===== config.mk =====
export PLATFORM = sky130hd
export DESIGN_NAME = ifu_fetch
export DESIGN_NICKNAME = d
export VERILOG_FILES = /design/src/rtl/ifu_fetch_pkg.sv /design/src/rtl/ifu_buf.sv /design/src/rtl/ifu_fetch.sv
export SDC_FILE = /design/constraint.sdc
export NUM_CORES = 1
export LEC_CHECK = 0
export CORE_ASPECT_RATIO = 0.9
export CORE_MARGIN = 5
export CORE_UTILIZATION = 42
export CTS_CLUSTER_SIZE = 20
export DETAILED_ROUTE_END_ITERATION = 8
export PLACE_DENSITY = 0.78
export RECOVER_POWER = 100
export SLEW_MARGIN = 20
export SYNTH_ARGS = -nofsm -noshare
export SYNTH_HDL_FRONTEND = slang
export SYNTH_SLANG_ARGS = --single-unit

===== constraint.sdc =====
create_clock -name clk -period 3 [get_ports clk]
set_input_delay 0.6 -clock clk [delete_from_list [all_inputs] [get_ports clk]]
set_output_delay 0.6 -clock clk [all_outputs]
set_load 0.02 [all_outputs]

===== src/rtl/ifu_fetch_pkg.sv =====
// Shared definitions for the instruction fetch unit: widths, reset vector and FSM encoding.
package ifu_fetch_pkg;

  localparam int unsigned IFU_ADDR_WIDTH   = 8;
  localparam int unsigned IFU_INST_WIDTH   = 8;
  localparam int unsigned IFU_RESET_VECTOR = 0;

  typedef enum logic [1:0] {
    IFU_ST_FETCH = 2'd0,
    IFU_ST_VALID = 2'd1,
    IFU_ST_DRAIN = 2'd2
  } ifu_state_e;

endpackage


===== src/rtl/ifu_buf.sv =====
// One-entry data+valid holding register with load/clear; load wins over clear.
module ifu_buf #(
  parameter int unsigned WIDTH = 8
) (
  input  logic             clk,
  input  logic             rst,
  input  logic             load,
  input  logic             clear,
  input  logic [WIDTH-1:0] din,
  output logic [WIDTH-1:0] data,
  output logic             valid
);

  always_ff @(posedge clk or negedge rst) begin
    if (!rst) begin
      data  <= '0;
      valid <= 1'b0;
    end else if (load) begin
      data  <= din;
      valid <= 1'b1;
    end else if (clear) begin
      valid <= 1'b0;
    end
  end

endmodule


===== src/rtl/ifu_fetch.sv =====
// Instruction fetch unit: PC, req/ack fetch FSM and fetched-byte register.
// Optional one-entry prefetch of pc+1 when IFU_PREFETCH_EN is defined.
module ifu_fetch
  import ifu_fetch_pkg::*;
#(
  parameter int unsigned ADDR_WIDTH   = IFU_ADDR_WIDTH,
  parameter int unsigned INST_WIDTH   = IFU_INST_WIDTH,
  parameter int unsigned RESET_VECTOR = IFU_RESET_VECTOR
) (
  input  logic                  clk,
  input  logic                  rst,
  input  logic                  pc_count,
  input  logic                  pc_load,
  input  logic [ADDR_WIDTH-1:0] load_addr,
  output logic                  imem_req,
  output logic [ADDR_WIDTH-1:0] imem_addr,
  input  logic                  imem_ack,
  input  logic [INST_WIDTH-1:0] imem_rdata,
  output logic [INST_WIDTH-1:0] imem_data,
  output logic                  fetch_valid,
  output logic                  stall,
  output logic [ADDR_WIDTH-1:0] pc
);

  localparam logic [ADDR_WIDTH-1:0] RST_PC = ADDR_WIDTH'(RESET_VECTOR);

  ifu_state_e            state, state_d;
  logic [ADDR_WIDTH-1:0] req_addr, req_addr_d, pc_d;
  logic [ADDR_WIDTH-1:0] pc_inc;
  logic                  out_load, out_clear;
  logic [INST_WIDTH-1:0] out_din;

  assign pc_inc = pc + ADDR_WIDTH'(1);

`ifdef IFU_PREFETCH_EN
  logic [ADDR_WIDTH-1:0] pc_inc2;
  logic                  pbuf_load, pbuf_clear, pbuf_valid;
  logic [INST_WIDTH-1:0] pbuf_data;

  assign pc_inc2 = pc + ADDR_WIDTH'(2);

  ifu_buf #(.WIDTH(INST_WIDTH)) u_pbuf (
    .clk   (clk),
    .rst   (rst),
    .load  (pbuf_load),
    .clear (pbuf_clear),
    .din   (imem_rdata),
    .data  (pbuf_data),
    .valid (pbuf_valid)
  );

  // In VALID the bus stays busy prefetching pc+1 until pbuf is filled.
  assign imem_req = rst && ((state != IFU_ST_VALID) || !pbuf_valid);
`else
  assign imem_req = rst && (state != IFU_ST_VALID);
`endif

  assign imem_addr = req_addr;
  assign stall     = ~fetch_valid;

  ifu_buf #(.WIDTH(INST_WIDTH)) u_out (
    .clk   (clk),
    .rst   (rst),
    .load  (out_load),
    .clear (out_clear),
    .din   (out_din),
    .data  (imem_data),
    .valid (fetch_valid)
  );

  // Next-state, PC/address update and buffer control decode.
  always_comb begin
    state_d    = state;
    pc_d       = pc;
    req_addr_d = req_addr;
    out_load   = 1'b0;
    out_clear  = 1'b0;
    out_din    = imem_rdata;
`ifdef IFU_PREFETCH_EN
    pbuf_load  = 1'b0;
    pbuf_clear = 1'b0;
`endif
    unique case (state)
      IFU_ST_FETCH: begin
        if (pc_load) begin
          pc_d = load_addr;
          if (imem_ack) req_addr_d = load_addr;
          else          state_d    = IFU_ST_DRAIN;
        end else if (imem_ack) begin
          out_load = 1'b1;
          state_d  = IFU_ST_VALID;
`ifdef IFU_PREFETCH_EN
          req_addr_d = pc_inc;
`endif
        end
      end
      IFU_ST_VALID: begin
`ifdef IFU_PREFETCH_EN
        if (pc_load) begin
          pc_d       = load_addr;
          out_clear  = 1'b1;
          pbuf_clear = 1'b1;
          // An unacked prefetch must complete on its old address first.
          if (!pbuf_valid && !imem_ack) begin
            state_d = IFU_ST_DRAIN;
          end else begin
            req_addr_d = load_addr;
            state_d    = IFU_ST_FETCH;
          end
        end else if (pc_count) begin
          pc_d = pc_inc;
          if (pbuf_valid) begin
            out_load   = 1'b1;
            out_din    = pbuf_data;
            pbuf_clear = 1'b1;
            req_addr_d = pc_inc2;
          end else if (imem_ack) begin
            out_load   = 1'b1;
            req_addr_d = pc_inc2;
          end else begin
            out_clear = 1'b1;
            state_d   = IFU_ST_FETCH;
          end
        end else if (!pbuf_valid && imem_ack) begin
          pbuf_load = 1'b1;
        end
`else
        if (pc_load) begin
          pc_d       = load_addr;
          req_addr_d = load_addr;
          out_clear  = 1'b1;
          state_d    = IFU_ST_FETCH;
        end else if (pc_count) begin
          pc_d       = pc_inc;
          req_addr_d = pc_inc;
          out_clear  = 1'b1;
          state_d    = IFU_ST_FETCH;
        end
`endif
      end
      IFU_ST_DRAIN: begin
        if (pc_load) pc_d = load_addr;
        if (imem_ack) begin
          req_addr_d = pc_d;
          state_d    = IFU_ST_FETCH;
        end
      end
      default: state_d = IFU_ST_FETCH;
    endcase
  end

  always_ff @(posedge clk or negedge rst) begin
    if (!rst) begin
      state    <= IFU_ST_FETCH;
      pc       <= RST_PC;
      req_addr <= RST_PC;
    end else begin
      state    <= state_d;
      pc       <= pc_d;
      req_addr <= req_addr_d;
    end
  end

endmodule


Yosys cells after proc, flatten, opt, wreduce, memory -nomap -nowiden
Cells that the tools add are included.
{ "classes": {"magnitude_cmp": 0, "n_addsub": 1, "muxes": 23, "div_mod_pow": 0, "reduce_logical": 9, "shift": 0, "n_mul": 0, "n_bitwise": 1, "n_eq_ne": 9} }
{ "ops": {"columns": ["op", "n"], "rows": [
  ["$mux 8", 6],
  ["$pmux 8 s3", 1],
  ["$pmux 8 s2", 1],
  ["$mux 2", 6],
  ["$ne 3x3->1 const B", 3],
  ["$add 8x1->8 const B", 1],
  ["$mux 1", 8],
  ["$ne 2x2->1 const B", 3],
  ["$pmux 2 s3", 1],
  ["$reduce_and 5->1", 1],
  ["$reduce_and 4->1", 1],
  ["$reduce_bool 2->1", 2],
  ["$reduce_bool 3->1", 1],
  ["$eq 2x1->1 const B", 1],
  ["$eq 2x2->1 const B", 1],
  ["$logic_not 2->1", 1],
  ["$ne 2x1->1 const B", 1],
  ["$reduce_and 2->1", 1],
  ["$reduce_or 2->1", 1],
  ["$logic_and 1x1->1", 1],
  ["$not 1->1", 1]
]} }
{ "word_totals": {"reg_bits": 27, "latch_bits": 0, "in_bits": 21, "mem_bits_rw": 0, "memories": 0, "mem_bits_ro": 0, "out_inout_bits": 27, "word_cells": 48} }

Longest topological paths before layout
{ "depth": {"word_depth": 5, "ltp_mapped": 9} }

Modules after synthesis
From an unflattened synthesis, not the netlist that was laid out.
{ "unflattened": {"hier_cells": 188, "hier_area_um2": 1864.3} }
{ "by_module_without_submodules": {"columns": ["mod", "area_per_inst_um2", "seq_area_each_um2", "n_inst", "cells_per_inst"], "rows": [
  ["ifu_fetch", 1495.2, 450.4, 1, 168],
  ["ifu_buf", 369.1, 225.2, 1, 20]
]} }

Worst setup path after synthesis
No wires, ideal clock.
{ "synth_timing": {"path_type": "flip-flop to output port", "start": "reg state[0]", "end": "out imem_req", "required_time_ps": 2400, "stages_incl_launch_ff": 5, "path_slack_ps": 1144, "t_arrival_ps": 1256, "cell_sequence": "dfrtp_1 ha_1 buf_4 clkbuf_1 nor2b_1"} }
{ "synth_via": {"elab_chain_len": 2} }
{ "synth_rtl": {"columns": ["item", "line_no", "rtl"], "rows": [
  ["start: declaration", "ifu_fetch.sv:27", "ifu_state_e state, state_d;"],
  ["start signal: assignment", "ifu_fetch.sv:158", "state <= state_d;"],
  ["$ne 2x1->1", "ifu_fetch.sv:55", "assign imem_req = rst && (state != IFU_ST_VALID);"],
  ["$logic_and 1x1->1", "ifu_fetch.sv:55", null],
  ["end: declaration", "ifu_fetch.sv:15", "output logic imem_req,"]
]} }
No other way between the ends.

Final worst setup path
{ "layout_timing": {"start": "reg state[1]", "end": "out imem_req"} }
Same word-level chain as after synthesis.

==> metrics.csv <==
stage,metric,value,unit
floorplan,core footprint,4160,um^2
sta,RSZ-0062 raised after global routing,no,
clock_network,total setup buffers inserted after CTS,0,
global_routing,first-pass GRT wire length,7960,um
setup_path,critical path class,reg2out,
clock_network,CTS tree,built,
placed_design,IO buf count,47,
floorplan,die width,80.0,um
setup_path,Startpoint Class,flop,
clock_network,Clock Root Buffer,clkbuf_8,
yosys,Post-synth EDFFs,0,
cells_and_area,Seq. cell area,676,um^2
yosys,syn_nets,221,
global_routing,met1 Usage GRT,23.6,%
cells_and_area,ANT cells,0,
sta,final count of negative-setup-slack endpoints,0,
setup_path,"critical path fanouts, max",17,
yosys,Yosys top cell area share,36.5,%
global_routing,vias in the first global route,1639,
cells_and_area,area of the multi-input gates,1030,um^2
routing,Remaining DRCs,0,
yosys,cell area after synthesis,1850,um^2
sta,fmax,0.369,GHz
sta,Worst-Margin Slew,1.51,ns
yosys,Mean Syn Cell Area,9.44,um^2
sta,Layout Skew,0.0123,ns
clock_network,hold buffers post-CTS,0,
clock_network,Skew-Pair Late Insertion Delay,0.29,ns
sta,Slew Limit Fails,28,
sta,final hold vios,0,
global_routing,initial antenna violation count,0,
global_routing,gr busiest metal,met2,
sta,Final Critical Period,2.71,ns
routing,DR WL/cell,16.1,um
cells_and_area,P&R area growth vs syn,27.1,%
global_routing,GRT met2 Usage,27.1,%
yosys,Main synth FF type,dfrtp_1,
routing,routed vias,1678,
pwr,Cell Pwr Density,1130,nW/um^2
routing,Via density,5.65,
placed_design,RD Place Congestion,0.873,
yosys,register bit total from synthesis,27,
yosys,ranking of synthesized cells by area,"dfrtp_1, mux2_2, o21ai_0",
yosys,cell taking the most area after synthesis,dfrtp_1,
pwr,VDD IR-drop max,473,uV
yosys,fraction of registers with async set/reset,100,%
floorplan,I/O pin total,48,
cells_and_area,fraction of layout cells with a size suffix above 1,11.4,%
min_path,Min-Delay Path Class,reg2reg,
clock_network,CTS H-tree depth,1,
sta,slew margin rel.,-0.629,%
yosys,sequential fraction of the synthesis area,36.5,%
floorplan,Initial Util,44.5,%
clock_network,Worst-path clk slew,0.09,ns
flow_run,number of max-cap violations,1,
yosys,YS warnings,0,
routing,initial DRC count,94,
setup_path,crit path capture type,output pin,
setup_path,Buf/Inv on CP,2,
cells_and_area,Fillers,394,
yosys,post-synthesis cell count,196,
setup_path,worst-path cell chain,inv_1 > ha_1 > nor2b_1 > dlygate4sd3_1,
global_routing,GR Util met3,5.19,%
yosys,post-synth cell types,58,
clock_network,Longest Clk Path Bufs,2,
global_routing,Total GRT Usage,17.0,%
floorplan,Die Area,5840,um^2
setup_path,Worst EP required,2.40,ns
placed_design,placed cell count,293,
setup_path,CP max-delay cell,dlygate4sd3_1,
setup_path,CP top delay family,buffers and inverters,
sta,final period utilization,90.3,%
cells_and_area,nets,263,
sta,Setup TNS,0,ns
routing,routed wire length,4770,um
routing,drt first pass iters,4,
floorplan,FP Rows,22,
clock_network,total CTS buffers,3,
status,status,"complete, but fails checks",
clock_network,Clock Sinks,27,
global_routing,largest net degree at the start of global routing,28,
global_routing,GR Overflow Total,0,
status,violated checks,"capacitance limit, slew limit",
routing,DRT antenna net count,0,
cells_and_area,fin cells,297,
setup_path,critical path data arrival time,2.11,ns
floorplan,die height,73.0,um
placed_design,HPWL Detailed,3540,um
setup_path,critical path's largest stage delay,0.67,ns
clock_network,post_cts resized,0,
pwr,LEAKAGE,0.976,nW
[metrics by stage]
| step | setup WS (ns) | util, % | power (mW) | hold slack (ns) | area [um^2] |
|---|---|---|---|---|---|
| final | 0.290 | 56.6 | 2.65 | 0.484 | 2350 |
| after global routing | 0.163 | 56.6 | 2.87 | 0.518 | 2350 |
| after CTS | 0.323 | 57.3 | 2.78 | 0.501 | 2380 |
| after detailed placement | 0.497 | 56.2 | 2.55 | 0.478 | 2330 |
| after global placement | 0.470 | 56.2 | 2.51 | 0.461 | 2330 |
| after floorplan | 1.14 | - | 1.94 | 0.304 | 1850 |
[worst reg2reg max path: stages (launching register included)]
cell and delay (ns):
dfrtp_1 0.42, inv_1 0.11, ha_1 0.51, or3b_1 0.51, clkbuf_1 0.17, o21ai_0 0.28, nor2_1 0.13, a211oi_1 0.27
[metal layers]
metal / wire (um) / up-vias
li1: - / 806
met3: 519 / 4
met5: 0 / -
met2: 2030 / 72
met4: 24 / 0
met1: 2200 / 796
[final timing paths]
check | end | startpoint | slack [ns] | depth (start not counted)
min reg2reg | imem_addr[6] | imem_addr[6] | 0.48 | 2
max reg2reg | pc[3] | state[1] | 0.52 | 7
max in group asynchronous | u_out.data[3] | rst | 0.82 | 2
max | imem_req | state[1] | 0.29 | 4
min | imem_addr[6] | imem_addr[6] | 0.48 | 2
min in group asynchronous | imem_addr[2] | rst | 1.30 | 2
[cells in the final DEF (no fill, tap or decap), drive strengths merged, types with 3 or more instances in the layout]
cell type / synthesis / final
dlygate4sd3: 0 / 29
dfrtp: 27 / 27
o21ai: 21 / 21
clkdlybuf4s50: 0 / 18
nor2: 17 / 17
nand2: 16 / 16
mux2: 15 / 15
inv: 7 / 7
nor2b: 6 / 6
a22o: 6 / 6
clkbuf: 4 / 6
a21oi: 5 / 5
o31ai: 4 / 4
ha: 4 / 4
a31oi: 3 / 3
o211ai: 3 / 3
a21boi: 3 / 3
nand4b: 3 / 3
[flip-flops by register name, summed over array words and instances, names as in the netlist]
signal / cells
state: 2
u_out.valid: 1
imem_addr: 8
u_out.data: 8
pc: 8
[cells in the mapped netlist (4+ instances only)]
cell type	count
nor2b_1	6
nand2_1	16
o21ai_0	19
a21oi_1	5
mux2_2	14
dfrtp_1	27
ha_1	4
inv_1	7
buf_2	4
nor2_1	17
a22o_1	6
clkbuf_1	4
buf_4	4
o31ai_1	4
[logic make-up after synthesis]
logic type | count (synthesis) | share of synthesized area (%)
AO/OA/AOI/OAI | 65 | 25.5
adder cells (fa/ha/maj) | 4 | 2.70
buffers and inverters | 22 | 6.76
flip-flops | 27 | 36.5
multiplexers | 17 | 10.4
AND/OR/NAND/NOR | 61 | 18.1
[power breakdown]
group | switching, mW | total, mW | internal (mW) | leakage (nW)
registers | 0.193 | 0.743 | 0.549 | 0.323
clock network | 0.128 | 0.223 | 0.0947 | 0.0217
logic | 0.953 | 1.69 | 0.735 | 0.632
[cell type report]
cell class	instances	area share, %
sequential	27	28.7
clock inverter	1	0.319
timing repair buffer	52	21.1
clock buffer	3	1.76
inverter	7	1.12
tap	60	3.19
multi-input combinational	147	43.8
Power figures use the tool's default switching activity.
